**src/rtl/alu_pkg.sv**
```systemverilog
// Shared ALU writeback definitions: op-code encodings and datapath widths.
package alu_pkg;

  localparam int ALU_OP_W = 3;
  localparam int DATA_W   = 16;
  localparam int RESULT_W = 32;

  localparam logic [ALU_OP_W-1:0] OP_AND  = 3'b000;
  localparam logic [ALU_OP_W-1:0] OP_OR   = 3'b001;
  localparam logic [ALU_OP_W-1:0] OP_ADD  = 3'b010;
  localparam logic [ALU_OP_W-1:0] OP_SUB  = 3'b011;
  localparam logic [ALU_OP_W-1:0] OP_MUL  = 3'b100;
  localparam logic [ALU_OP_W-1:0] OP_DIV  = 3'b101;
  localparam logic [ALU_OP_W-1:0] OP_MFHI = 3'b110;
  localparam logic [ALU_OP_W-1:0] OP_MFLO = 3'b111;

  // MUL/DIV only update HI/LO and never request a register-file write.
  function automatic logic is_hilo_write(input logic [ALU_OP_W-1:0] op);
    return (op == OP_MUL) || (op == OP_DIV);
  endfunction

endpackage

```
**src/rtl/sync_fifo.sv**
```systemverilog
// In-order FIFO, registered storage; push visible at head one cycle later.
// Push ignored when full (even if popping), pop ignored when empty.
module sync_fifo #(
  parameter int WIDTH = 8,
  parameter int DEPTH = 2,
  localparam int PTR_W = $clog2(DEPTH),
  localparam int CNT_W = PTR_W + 1
) (
  input  logic             clk,
  input  logic             reset,
  input  logic             push,
  input  logic [WIDTH-1:0] push_dat,
  input  logic             pop,
  output logic [WIDTH-1:0] pop_dat,
  output logic             full,
  output logic             empty,
  output logic [CNT_W-1:0] count
);

  logic [WIDTH-1:0] mem_q [DEPTH];
  logic [PTR_W-1:0] wr_ptr_q, wr_ptr_d;
  logic [PTR_W-1:0] rd_ptr_q, rd_ptr_d;
  logic [CNT_W-1:0] count_q, count_d;
  logic             do_push, do_pop;

  assign full    = (count_q == CNT_W'(DEPTH));
  assign empty   = (count_q == '0);
  assign count   = count_q;
  assign pop_dat = mem_q[rd_ptr_q];
  assign do_push = push && !full;
  assign do_pop  = pop && !empty;

  // Power-of-two depth lets the pointers wrap by natural overflow.
  always_comb begin
    wr_ptr_d = wr_ptr_q;
    rd_ptr_d = rd_ptr_q;
    count_d  = count_q;
    if (do_push) wr_ptr_d = wr_ptr_q + PTR_W'(1);
    if (do_pop)  rd_ptr_d = rd_ptr_q + PTR_W'(1);
    if (do_push && !do_pop)      count_d = count_q + CNT_W'(1);
    else if (!do_push && do_pop) count_d = count_q - CNT_W'(1);
  end

  always_ff @(posedge clk) begin
    if (reset) begin
      wr_ptr_q <= '0;
      rd_ptr_q <= '0;
      count_q  <= '0;
    end else begin
      wr_ptr_q <= wr_ptr_d;
      rd_ptr_q <= rd_ptr_d;
      count_q  <= count_d;
    end
  end

  always_ff @(posedge clk) begin
    if (do_push) mem_q[wr_ptr_q] <= push_dat;
  end

endmodule

```
**src/rtl/alu_writeback.sv**
```systemverilog
// Queues ALU results and retires them in order to the register file or HI/LO.
// Min 1 cycle accept-to-wb_valid; in_ready drops when the queue is full, wb stalls hold the head.
module alu_writeback
  import alu_pkg::*;
#(
  parameter int DEPTH  = 2,
  parameter int DEST_W = 4,
  localparam int CNT_W = $clog2(DEPTH) + 1
) (
  input  logic                clk,
  input  logic                reset,
  input  logic                in_valid,
  output logic                in_ready,
  input  logic [ALU_OP_W-1:0] in_op,
  input  logic [RESULT_W-1:0] in_result,
  input  logic [DEST_W-1:0]   in_dest,
  output logic                wb_valid,
  input  logic                wb_ready,
  output logic [DEST_W-1:0]   wb_addr,
  output logic [DATA_W-1:0]   wb_data,
  output logic [DATA_W-1:0]   hi,
  output logic [DATA_W-1:0]   lo
);

  typedef struct packed {
    logic [ALU_OP_W-1:0] op;
    logic [RESULT_W-1:0] result;
    logic [DEST_W-1:0]   dest;
  } entry_t;

  entry_t             in_entry, head;
  logic               fifo_full, fifo_empty, push, pop, head_hilo;
  logic [CNT_W-1:0]   fifo_count;
  logic [DATA_W-1:0]  hi_q, hi_d, lo_q, lo_d;

  assign in_entry = '{op: in_op, result: in_result, dest: in_dest};
  assign in_ready = !fifo_full && !reset;
  assign push     = in_valid && in_ready;

  sync_fifo #(
    .WIDTH ($bits(entry_t)),
    .DEPTH (DEPTH)
  ) u_fifo (
    .clk      (clk),
    .reset    (reset),
    .push     (push),
    .push_dat (in_entry),
    .pop      (pop),
    .pop_dat  (head),
    .full     (fifo_full),
    .empty    (fifo_empty),
    .count    (fifo_count)
  );

  assign head_hilo = is_hilo_write(head.op);
  assign pop       = !fifo_empty && (head_hilo || wb_ready);

  always_comb begin
    wb_valid = 1'b0;
    wb_addr  = '0;
    wb_data  = '0;
    if (!fifo_empty && !head_hilo) begin
      wb_valid = 1'b1;
      wb_addr  = head.dest;
      unique case (head.op)
        OP_MFHI: wb_data = hi_q;
        OP_MFLO: wb_data = lo_q;
        default: wb_data = head.result[DATA_W-1:0];
      endcase
    end
  end

  // MUL and DIV share the packing: upper half to HI, lower half to LO.
  always_comb begin
    hi_d = hi_q;
    lo_d = lo_q;
    if (pop && head_hilo) begin
      hi_d = head.result[RESULT_W-1:DATA_W];
      lo_d = head.result[DATA_W-1:0];
    end
  end

  always_ff @(posedge clk) begin
    if (reset) begin
      hi_q <= '0;
      lo_q <= '0;
    end else begin
      hi_q <= hi_d;
      lo_q <= lo_d;
    end
  end

  assign hi = hi_q;
  assign lo = lo_q;

  occupancy_bound : assert property (@(posedge clk) disable iff (reset)
    fifo_count <= CNT_W'(DEPTH));

endmodule
```
**config.mk**
```make
export PLATFORM = sky130hd
export DESIGN_NAME = alu_writeback
export DESIGN_NICKNAME = d
export VERILOG_FILES = /design/src/rtl/alu_pkg.sv /design/src/rtl/sync_fifo.sv /design/src/rtl/alu_writeback.sv
export SDC_FILE = /design/constraint.sdc
export NUM_CORES = 1
export LEC_CHECK = 0
export BUFFER_PORTS_ARGS = -buffer_cell sky130_fd_sc_hd__clkbuf_2
export CORE_MARGIN = 10
export CORE_UTILIZATION = 50
export DETAILED_ROUTE_END_ITERATION = 7
export GPL_ROUTABILITY_DRIVEN = 0
export PLACE_DENSITY = 0.74
export RECOVER_POWER = 50
export SETUP_SLACK_MARGIN = 0.02
export SLEW_MARGIN = 20
export SYNTH_ARGS = -nofsm -noshare
export SYNTH_HDL_FRONTEND = slang
export SYNTH_SLANG_ARGS = --single-unit
```
**constraint.sdc**
```tcl
create_clock -name clk -period 5.2 [get_ports clk]
set_input_delay 0.78 -clock clk [delete_from_list [all_inputs] [get_ports clk]]
set_output_delay 0.78 -clock clk [all_outputs]
set_load 0.01 [all_outputs]
```
Word level (Yosys, flattened, before mapping) --
Memories as Yosys holds them, arrays and structs flattened. A register that Yosys moved wholly into a read port is not among the register bits. Index checks and enable logic that the tools add are counted.
Word-level totals: register bits after elaboration 36, latch bits 0, bits in writable memories 78, memory bits (read-only) 0, bits of input ports 43, output and inout port bits 54, logic and storage cells 44, memories 1
Memories:
- u_fifo.mem_q | depth 2, bits a word 39, read ports 1, clocked after memory_dff 1, wr ports 1, line sync_fifo.sv:20 | logic [WIDTH-1:0] mem_q [DEPTH];
Cells by class: $add $sub $neg 4, multipliers 0, divide/modulo/power cells 0, order comparisons 0, eq/ne operators 5, shifts and indexed selects 0, muxes and demuxes 10, bitwise operators 0, reduce and logical (&&, ||, !) cells 19
Operators with widths (number):
- 16-bit one-hot mux with 2 select lines | 1
- 16-bit 2-to-1 mux | 1
- 3-bit == test (second input constant) | 4
- 1-bit logical AND | 9
- 1-bit logical NOT | 6
- 1-bit 2-to-1 mux | 5
- 2-bit 2-to-1 mux | 2
- 4-bit 2-to-1 mux | 1
- 1-bit adder (second input constant) | 2
- 2-bit by 1-bit adder with 2-bit output (second input constant) | 1
- 2-bit == test (second input constant) | 1
- 2-bit logical NOT | 1
- 1-bit logical OR | 2
- 2-bit nonzero test | 1
- 2-bit by 1-bit subtractor with 2-bit output (second input constant) | 1

Longest topological paths before layout --
Gate-level depths: netlist of the first run.
depth in word-level cells 9, mapped depth 8, mapped depth without buffers 6

Cells and area by module --
Synthesis of the first run repeated with hierarchy kept, for this count alone.
Second synthesis, totals: cell total of the unflattened synthesis 355, area total of the unflattened synthesis 4884.7 um^2
Modules (own cells, without submodules):
- sync_fifo | times used 1, cells each 146, area each 3024.2 um^2, seq. area each 2442.3 um^2
- alu_writeback | times used 1, cells each 209, area each 1860.5 um^2, seq. area each 640.6 um^2

Worst setup path after synthesis of the first run --
No wires, ideal clock.
kind input port to flip-flop, start point input port reset, end point register u_fifo.wr_ptr_q, setup time 0.075 ns, arrival time 5.246 ns, required time 5.125 ns, slack -0.120 ns, stages 2, buffers on the path 0, path through nor4_1 -> o21ba_2
Between the ends: longest elaborated chain between the ends 4
RTL lines:
- start, declared | line alu_writeback.sv:11 | input logic reset,
- 1-bit logical NOT | line alu_writeback.sv:37 | assign in_ready = !fifo_full && !reset;
- 1-bit logical AND | line alu_writeback.sv:37
- 1-bit logical AND | line alu_writeback.sv:38 | assign push = in_valid && in_ready;
- 1-bit logical AND | line sync_fifo.sv:30 | assign do_push = push && !full;
- end signal, assigned | line sync_fifo.sv:50 | wr_ptr_q <= wr_ptr_d;
- end, declared | line sync_fifo.sv:21 | logic [PTR_W-1:0] wr_ptr_q, wr_ptr_d;
Several ways; a longest one is shown, not always the timed one. A chain may end at the register's enable or synchronous reset.

Worst setup path in the final report of the first run --
start point input port reset, end point memory u_fifo.mem_q[0][23] (netlist name), enable pin
Between the ends: longest elaborated chain between the ends 6
RTL lines:
- 1-bit logical NOT | line alu_writeback.sv:37
- 1-bit logical AND | line alu_writeback.sv:37
- 1-bit logical AND | line alu_writeback.sv:38
- 1-bit logical AND | line sync_fifo.sv:30
- 1-bit 2-to-1 mux | line sync_fifo.sv:57 | if (do_push) mem_q[wr_ptr_q] <= push_dat;
- 1-bit 2-to-1 mux (implied by the code) | line sync_fifo.sv:57
- end, declared | line sync_fifo.sv:20
No other way between the ends.

==> results of run 1 <==
registers in the layout, indices dropped and copies added (netlist names), named ones only:
signal,count
u_fifo.wr_ptr_q,1
hi,16
lo,16
u_fifo.count,2
u_fifo.mem_q,78
u_fifo.rd_ptr_q,1
layer usage:
metal | up-vias | GRT usage | share of wire
li1 | 1618 | - | -
met1 | 1723 | 0.2085 | 0.40
met2 | 162 | 0.2851 | 0.49
met3 | 19 | 0.05485 | 0.086
met4 | 0 | 0.07466 | 0.017
met5 | - | 0 | 0
placed cells by master (no fill, tap or decap), types with 17 or more instances in the layout:
master	synthesis	routed
edfxtp_1	78	78
dfxtp_1	37	36
inv_1	34	34
a211oi_2	30	30
mux2_2	33	33
nand2_1	32	32
a211oi_1	34	34
nor3_1	17	17
clkbuf_1	16	66
clkbuf_2	0	34
worst paths after layout:
path | start | to | slack (ps) | depth (start not counted)
max | reset | u_fifo.mem_q[0][23]$_DFFE_PP_ | 1150 | 4
min | in_result[13] | u_fifo.mem_q[0][17]$_DFFE_PP_ | 460 | 1
max reg2reg | u_fifo.count[0]$_SDFFE_PP0P_ | u_fifo.mem_q[0][23]$_DFFE_PP_ | 2310 | 3
min reg2reg | lo[5]$_SDFFE_PP0P_ | lo[5]$_SDFFE_PP0P_ | 480 | 2
cell families after synthesis:
family / after synthesis / share of synthesized area
compound gates: 86 / 0.1649
mux: 40 / 0.08882
buf+inv: 66 / 0.05704
fa+ha+maj: 1 / 0.002501
flops: 115 / 0.6165
simple gates: 72 / 0.06680
xor+xnor: 2 / 0.003503
critical path: cells and delay by family:
family / cells / cell delay [ps]
buffers and inverters: 3 / 2760
AND/OR/NAND/NOR: 1 / 530
per-stage QoR:
| stage | cell area (µm²) | total power, W | hold WS [ps] |
|---|---|---|---|
| floorplan | 5007 | 0.001825 | 466.9 |
| finish | 6107 | 0.003345 | 460.4 |
| global route | 6107 | 0.003481 | 441.3 |
| CTS | 6192 | 0.003369 | 443.8 |
| detailed placement | 5563 | 0.002133 | 476.1 |
| global placement | 5563 | 0.002107 | 471.0 |
Yosys cell counts (2+ instances only):
master,number
a211oi_1,34
a211oi_2,30
a311oi_1,16
buf_1,3
buf_2,9
buf_6,3
clkbuf_1,16
dfxtp_1,37
edfxtp_1,78
inv_1,34
mux2_1,2
mux2_2,33
mux2i_1,5
nand2_1,32
nand2b_1,2
nand3b_1,2
nor2_1,9
nor2b_1,3
nor3_1,17
xor2_1,2
cell type report:
type / count / area [µm²] / share of cell area
multi-input combinational: 201 / 1652 / 0.2704
tap: 133 / 166.4 / 0.02725
clock buffer: 19 / 421.7 / 0.06904
inverter: 34 / 127.6 / 0.02090
sequential: 115 / 3084 / 0.5050
timing repair buffer: 103 / 447.9 / 0.07335
clock inverter: 13 / 207.7 / 0.03401
power groups by stage:
stage	registers, W	logic (W)	clock network [W]
4_1_cts	0.00116	0.000963	0.00124
2_1_floorplan	0.00119	0.000637	0
3_3_place_gp	0.00118	0.000931	0
5_1_grt	0.00118	0.00102	0.00128
3_5_place_dp	0.00118	0.000950	0
6_report	0.00117	0.000944	0.00123
==> metrics.txt, run 1 <==
Tightest Pin Transition 2804 ps; CTS sink cnt roughly 120; Startpoint Class input pin; Inst Count DP 586; Tmin final approximately 4000 ps; first-pass GRT wire length 19760 µm; slowest CP cell clkbuf_1; drt wl/cell 20.83 µm; Worst Clk Skew 9.508 ps; maxcap violations 2; min-delay worst type in2reg; FILL cells 754; Inserted Clock Buffers 17; synthesized area 5001 µm²; final setup fails 0; FFs w/ async S/R, synth 0; non-filler cells, final 618; largest net degree at the start of global routing 43; worst vdd ir between 0.2 and 0.25 mV; CP Capture Type flip-flop; die width 120.0 µm; Clock Power Share 0.369; clk slew on worst S/H paths 60 ps; initial antenna violation count 0; share of total power in combinational logic 0.282; sequential fraction of the synthesis area 0.6165; worst slack, placed 1979 ps; H-tree depth 4; fmax 0.2470 GHz; Mean Syn Cell Area 13.09 µm²; CTS resizes 0; number of global-route vias before repair approximately 3600; synthesized net count 426; worst skew pair latency 510 ps; Yosys top cell area share 0.4684; remaining routing DRC violations 0; Core ar. 9774 µm²; Final ANT Viol Nets 0; post-synth cell types 35; Post-DP HPWL 8044 µm; Rows 36; # port buffers 96; drt first pass iters 5; WS Path Type in2reg; post-cts hold buffer count 0; Seq pwr share 0.349; Synth Instances 382; Final Cycle Share 0.7785; IO Count slightly below 100; Initial DRC Count approximately 270; fin util 0.6248; GR Overflow Total 0; share of post-route cells with drive strength above 1 0.2825; crit path cell chain clkbuf_2 -> clkbuf_1 -> nor4_4 -> clkbuf_1; die span in y around 120 µm; RSZ-0062 raised after global routing no; Arr. time, crit path 4120 ps; Switching Share 0.3220; Routed WL 12870 µm; cell mode on critical path clkbuf_1; Post-synth top flop edfxtp_1; setup ws final 1152 ps; Internal 0.002268 W; Slew HR -0.8693; Clock Tree Root clkbuf_8; Hold Vio Cnt, Final 0; largest area contributor in the netlist edfxtp_1; All-Layer GR Usage 0.1746; status finished, violations left; Post-CTS Setup Bufs 0; FF+latch count, synth ~120; number of flops mapped to enable cells by yosys between 70 and 80; nets around 520; Final Max Tran Viols a little over 80; initial core utilization 0.5116; Final TNS setup 0 ps; sw power roughly 0.0011 W; Via density 5.699; clk buf depth 2; number of diodes 0; Req. time, crit path 5280 ps; CTS tree built; crit-path max FO 41; power density over the cells 547.7 nW/µm²; Die Area about 14000 µm²; Synth area leaders edfxtp_1, dfxtp_1, a211oi_2; area delta synth->final 22.12%; Crit path largest cell delay about 1700 ps; total number of vias 3522; failing checks max-capacitance violations, max-slew violations; yosys warns 0; Lkg Pwr 1.994 nW
Note: power is estimated with default switching activity, not from simulation.
==> inputs of run 2 (changes only) <==
Settings changed: ABC_AREA from default to 1, CORE_UTILIZATION 50 to 49, PLACE_DENSITY 0.74 to 0.73.
Clock period 5.2 ns to 3.5 ns, I/O delays scaled along.
==> metrics.txt, run 2 <==
worst vdd ir 0.3885 mV (was 0.2324 mV); drt wl/cell 17.36 µm (was 20.83 µm); Crit path largest cell delay 390 ps (was 1710 ps); cell mode on critical path nand2_1 (was clkbuf_1); Biggest register u_fifo.mem_q (unchanged); Post-synth top flop edfxtp_1 (unchanged); Final Max Tran Viols 23 (was 83); CTS tree built (unchanged); All-Layer GR Usage 0.1806 (was 0.1746); drt first pass iters 5 (unchanged); crit path cell chain buf_4 -> nand2_1 -> nand2_4 -> nand2_2 -> nand2_1 -> nand3_1 -> nand2_1 -> inv_1 -> clkbuf_2 (was clkbuf_2 -> clkbuf_1 -> nor4_4 -> clkbuf_1); post-cts hold buffer count 0 (unchanged); CTS resizes 0 (unchanged); remaining routing DRC violations 0 (unchanged); Rows 36 (unchanged); worst skew pair latency 520 ps (was 510 ps); synthesized net count 539 (was 426); RSZ-0062 raised after global routing no (unchanged); most frequent cells after synthesis nand2_1, edfxtp_1, nand3_1 (was edfxtp_1, dfxtp_1, a211oi_1, inv_1, mux2_2); status finished, violations left (unchanged); Die Area 14220 µm² (was 14400 µm²); Clock Power Share 0.353 (was 0.369); most frequent cell after synthesis nand2_1 (was edfxtp_1); Seq pwr share 0.352 (was 0.349); Post-DP HPWL 8528 µm (was 8044 µm); sw power 0.001721 W (was 0.001077 W); initial antenna violation count 0 (unchanged); Slew HR -0.3175 (was -0.8693); post-synth cell types 20 (was 35); nets 632 (was 516); Worst Clk Skew 6.885 ps (was 9.508 ps); initial core utilization 0.4984 (was 0.5116); placed cell areas 5368 µm² (was 5563 µm²); largest net degree at the start of global routing 40 (was 43); Inserted Clock Buffers 17 (unchanged); max reg flops 78 (unchanged); failing checks max-capacitance violations, max-slew violations (unchanged); crit-path max FO 39 (was 41); sequential fraction of the synthesis area 0.6387 (was 0.6165); worst hold path endpoint u_fifo.mem_q[0][5]$_DFFE_PP_ (was u_fifo.mem_q[0][17]$_DFFE_PP_); number of flops mapped to enable cells by yosys 78 (unchanged); Synth area leaders edfxtp_1, dfxtp_1, nand2_1 (was edfxtp_1, dfxtp_1, a211oi_2); power density over the cells 830.0 nW/µm² (was 547.7 nW/µm²); number of diodes 0 (unchanged); Hold Vio Cnt, Final 0 (unchanged); Routed WL 12740 µm (was 12870 µm); worst hold margin 198.7 ps (was 460.4 ps); Yosys top cell area share 0.4852 (was 0.4684); IO Count 97 (unchanged); die width 119.3 µm (was 120.0 µm); Final TNS setup 0 ps (unchanged); Core ar. 9684 µm² (was 9774 µm²); share of post-route cells with drive strength above 1 0.1464 (was 0.2825); CTS sink cnt 115 (unchanged); largest area contributor in the netlist edfxtp_1 (unchanged); commonest non-fill, non-tap cells in the layout nand2_1, edfxtp_1, clkbuf_1 (was edfxtp_1, clkbuf_1, dfxtp_1); share of total power in combinational logic 0.294 (was 0.282); most common cell after layout, fill and taps aside nand2_1 (was edfxtp_1); slowest CP cell buf_4 (was clkbuf_1); Synth Instances 495 (was 382); capturing point of the worst reg2reg path u_fifo.mem_q[0][24]$_DFFE_PP_ (was u_fifo.mem_q[0][23]$_DFFE_PP_); Initial DRC Count 388 (was 272); yosys warns 0 (unchanged); hold depth 1 (unchanged); GR Overflow Total 0 (unchanged); reg2reg path depth 5 (was 3); clk slew on worst S/H paths 60 ps (about the same); Arr. time, crit path 2580 ps (was 4120 ps); hold path start in_result[1] (was in_result[13]); fmax 0.3223 GHz; Final Cycle Share 0.8865; WS Path Type reg2out (was in2reg); final setup fails 0 (unchanged); min-delay worst type in2reg (unchanged); Tightest Pin Transition 1969 ps (was 2804 ps); Final ANT Viol Nets 0 (unchanged); first-pass GRT wire length 20420 µm (was 19760 µm); Lkg Pwr 2.341 nW (was 1.994 nW); Req. time, crit path 2970 ps (was 5280 ps); clk buf depth 2 (unchanged); # port buffers 96 (unchanged); die span in y 119.3 µm (was 120.0 µm); H-tree depth 4 (unchanged); final instance area 5863 µm² (was 6107 µm²); Post-CTS Setup Bufs 0 (unchanged); Startpoint Class flip-flop (was input pin); CP Capture Type output port (was flip-flop); number of global-route vias before repair 4060 (was 3634); Mean Syn Cell Area 9.752 µm² (was 13.09 µm²); FFs w/ async S/R, synth 0 (unchanged); Switching Share 0.3536 (was 0.3220); FF+latch count, synth 115 (unchanged); Crit Reg-Reg Startpoint u_fifo.count[0]$_SDFFE_PP0P_ (unchanged); synthesized area 4827 µm² (was 5001 µm²); total number of vias 3900 (was 3522); flop2flop setup slack 500 ps (was 2310 ps); area delta synth->final 21.46% (was 22.12%); Clock Tree Root clkbuf_8 (unchanged); Via density 5.313 (was 5.699); Tmin final 3103 ps; maxcap violations 1 (was 2); Internal 0.003146 W (was 0.002268 W)
[run 2: cell families (layout without fill, tap and decap cells)]
logic type,after synthesis,after routing,synth area share
compound gates,44,44,0.04562
buf+inv,59,165,0.06117
flops,115,115,0.6387
simple gates,275,275,0.2501
xor+xnor,1,1,0.001815
fa+ha+maj,1,1,0.002592
[run 2: power by group through the flow]
stage	Combinational, W	Clock (W)	Sequential [W]
final	0.00143	0.00172	0.00171
after global routing	0.00160	0.00180	0.00173
after CTS	0.00145	0.00174	0.00171
after detailed placement	0.00145	0	0.00174
after global placement	0.00142	0	0.00173
after floorplan	0.00102	0	0.00174
[run 2: metal layers]
metal	global-route usage	routed length (µm)	part of all wire	up-vias
met5	0	0	0	-
met4	0.09160	227	0.018	0
met3	0.06046	1025	0.080	22
met2	0.2939	6233	0.49	171
met1	0.2086	5256	0.41	1831
li1	-	-	-	1876
[run 2: worst max-delay path by stage]
stage | to | slack [ps] | depth (start not counted)
CTS | wb_data[2] | 380 | 9
finish | wb_data[2] | 400 | 9
global route | wb_data[2] | 190 | 9
floorplan | u_fifo.mem_q[0][0]$_DFFE_PP_ | 300 | 4
global placement | wb_data[2] | 1010 | 9
detailed placement | wb_data[2] | 950 | 9
[run 2: through the flow]
step,utilization,worst slack [ps],power [W],cells
after CTS,0.6149,380.3,0.004904,734
after detailed placement,0.5543,951.8,0.003183,702
final,0.6054,397.2,0.004866,734
after global routing,0.6054,190.4,0.005123,734
after floorplan,-,295.2,0.002764,495
after global placement,0.5543,1009,0.003154,702
[run 2: layout make-up]
class / instances / area (µm²)
Clock buffer: 19 / 421.7
Clock inverter: 13 / 165.2
Fill cell: 836 / 3821
Inverter: 28 / 106.4
Multi-Input combinational cell: 321 / 1456
Sequential cell: 115 / 3083
Tap cell: 133 / 166.4
Timing Repair Buffer: 105 / 464.2
[run 2: critical path: cells and delay by family (launching register included)]
kind	cells	cell delay (ps)
DFF	1	360
and+or+nand+nor	6	1110
buffers and inverters	3	570
==> inputs of run 3 (changes only) <==
--- a/constraint.sdc
+++ b/constraint.sdc
@@ -3,2 +3,2 @@
 set_output_delay 0.525 -clock clk [all_outputs]
-set_load 0.01 [all_outputs]
+set_load 0.1 [all_outputs]
==> metrics.txt, run 3 (synthesis results as in run 2) <==
Die Area 14220 µm² (unchanged); fin util 0.6398 (was 0.6054); Final TNS setup 0 ps (unchanged); Post-CTS Setup Bufs 0 (unchanged); Internal 0.003344 W (was 0.003146 W); number of global-route vias before repair 3848 (was 4060); CTS sink cnt 115 (unchanged); met3 usage in global routing 0.06897 (was 0.06046); number of diodes 0 (unchanged); Switching Share 0.4689 (was 0.3536); Startpoint Class flip-flop (unchanged); power density over the cells 1016 nW/µm² (was 830.0 nW/µm²); GR Overflow Total 0 (unchanged); initial core utilization 0.4984 (unchanged); clk buf depth 2 (unchanged); WS Path Type reg2out (unchanged); All-Layer GR Usage 0.1784 (was 0.1806); Seq pwr share 0.271 (was 0.352); # port buffers 96 (unchanged); status finished, violations left (unchanged); Post-DP HPWL 8482 µm (was 8528 µm); area delta synth->final 28.36% (was 21.46%); worst skew pair latency 510 ps (was 520 ps); met2 Resource Use GR 0.2877 (was 0.2939); drt first pass iters 5 (unchanged); Tmin final 3196 ps (was 3103 ps); clk slew on worst S/H paths 60 ps (about the same); nets 631 (was 632); Req. time, crit path 2970 ps (about the same); CTS resizes 0 (unchanged); Crit Reg-Reg Startpoint u_fifo.count[0]$_SDFFE_PP0P_ (unchanged); Worst Clk Skew 6.442 ps (was 6.885 ps); Via density 5.387 (was 5.313); Final Cycle Share 0.9132 (was 0.8865); largest net degree at the start of global routing 38 (was 40); max reg flops 78 (unchanged); drt wl/cell 17.36 µm (about the same); Slew HR -0.08147 (was -0.3175); RSZ-0062 raised after global routing no (unchanged); Inserted Clock Buffers 17 (unchanged); worst vdd ir 0.5227 mV (was 0.3885 mV); initial antenna violation count 0 (unchanged); Biggest register u_fifo.mem_q (unchanged); total number of vias 3949 (was 3900); fmax 0.3129 GHz (was 0.3223 GHz); Clock Tree Root clkbuf_8 (unchanged); sw power 0.002952 W (was 0.001721 W); post-cts hold buffer count 0 (unchanged); share of total power in combinational logic 0.460 (was 0.294); first-pass GRT wire length 20270 µm (was 20420 µm); die width 119.3 µm (unchanged); IO Count 97 (unchanged); Final ANT Viol Nets 0 (unchanged); Clock Power Share 0.269 (was 0.353); Hold Vio Cnt, Final 0 (unchanged); min-delay worst type in2reg (unchanged); Rows 36 (unchanged); met1 usage 0.2152 (was 0.2086); Arr. time, crit path 2670 ps (was 2580 ps); Core ar. 9684 µm² (unchanged); remaining routing DRC violations 0 (unchanged); Final Max Tran Viols 20 (was 23); share of post-route cells with drive strength above 1 0.1967 (was 0.1464); Routed WL 12720 µm (was 12740 µm); H-tree depth 4 (unchanged); hold path start in_dest[2] (was in_result[1]); final setup fails 0 (unchanged); maxcap violations 1 (unchanged); commonest non-fill, non-tap cells in the layout nand2_1, edfxtp_1, nand3_1 (was nand2_1, edfxtp_1, clkbuf_1); global-route layer with the greatest usage met2 (unchanged); die span in y 119.3 µm (unchanged); Tightest Pin Transition 1616 ps (was 1969 ps); CTS tree built (unchanged); failing checks max-capacitance violations, max-slew violations (unchanged); Lkg Pwr 2.502 nW (was 2.341 nW); Initial DRC Count 377 (was 388); crit-path max FO 29 (was 39); most common cell after layout, fill and taps aside nand2_1 (unchanged); CP Capture Type output port (unchanged)
-- run 3: cell count changes in the layout (fill, tap and decap cells not counted), sizes merged --
cell / previous run / this run
clkinvlp: 2 / 3
bufinv: 4 / 2
clkbuf: 115 / 92
clkinv: 8 / 4
inv: 27 / 34
buf: 9 / 29
-- run 3: routing by layer --
metal,up-vias,wire length [µm]
met5,-,0
met1,1838,4970
li1,1872,-
met3,16,1359
met2,223,6213
met4,0,179
-- run 3: path summary, 6_finish.rpt --
path	end	slack [ps]	cells past startpoint
hold reg to reg	lo[0]$_SDFFE_PP0P_	490	2
setup reg to reg	u_fifo.mem_q[0][29]$_DFFE_PP_	680	5
hold / removal	u_fifo.mem_q[1][2]$_DFFE_PP_	210	1
setup / recovery	wb_data[14]	300	10
-- run 3: metrics by stage --
| step | std cells | hold WS, ps | instance area, µm² | total power, W | worst slack (ps) |
|---|---|---|---|---|---|
| final | 733 | 206.1 | 6196 | 0.006297 | 303.7 |
| after global routing | 733 | 178.3 | 6196 | 0.006552 | 150.0 |
| after CTS | 733 | 186.8 | 6266 | 0.006319 | 315.4 |
| after detailed placement | 701 | 478.6 | 5679 | 0.004634 | 861.3 |
| after global placement | 701 | 475.5 | 5679 | 0.004581 | 930.6 |
| after floorplan | 495 | 464.5 | 4836 | 0.003859 | 125.1 |
-- run 3: power groups by stage --
| stage | clock network (W) | logic [W] | registers [W] |
|---|---|---|---|
| final | 0.00169 | 0.00290 | 0.00171 |
| after global routing | 0.00177 | 0.00306 | 0.00172 |
| after CTS | 0.00170 | 0.00291 | 0.00171 |
| after detailed placement | 0 | 0.00290 | 0.00173 |
| after global placement | 0 | 0.00285 | 0.00173 |
| after floorplan | 0 | 0.00170 | 0.00216 |
-- run 3: layout make-up --
type / count / area [µm²]
Sequential cell: 115 / 3083
Fill cell: 753 / 3488
Inverter: 28 / 106.4
Clock inverter: 15 / 172.7
Timing Repair Buffer: 104 / 804.5
Multi-Input combinational cell: 321 / 1449
Clock buffer: 17 / 414.1
Tap cell: 133 / 166.4
-- run 3: critical path, stage by stage (launching register included) --
cell and delay (ps):
dfxtp_1 310, buf_4 190, inv_2 230, buf_4 360, nand2_1 120, nand2_2 290, nand4_1 190, nand3_1 110
nand2_1 80, inv_2 90, buf_12 170
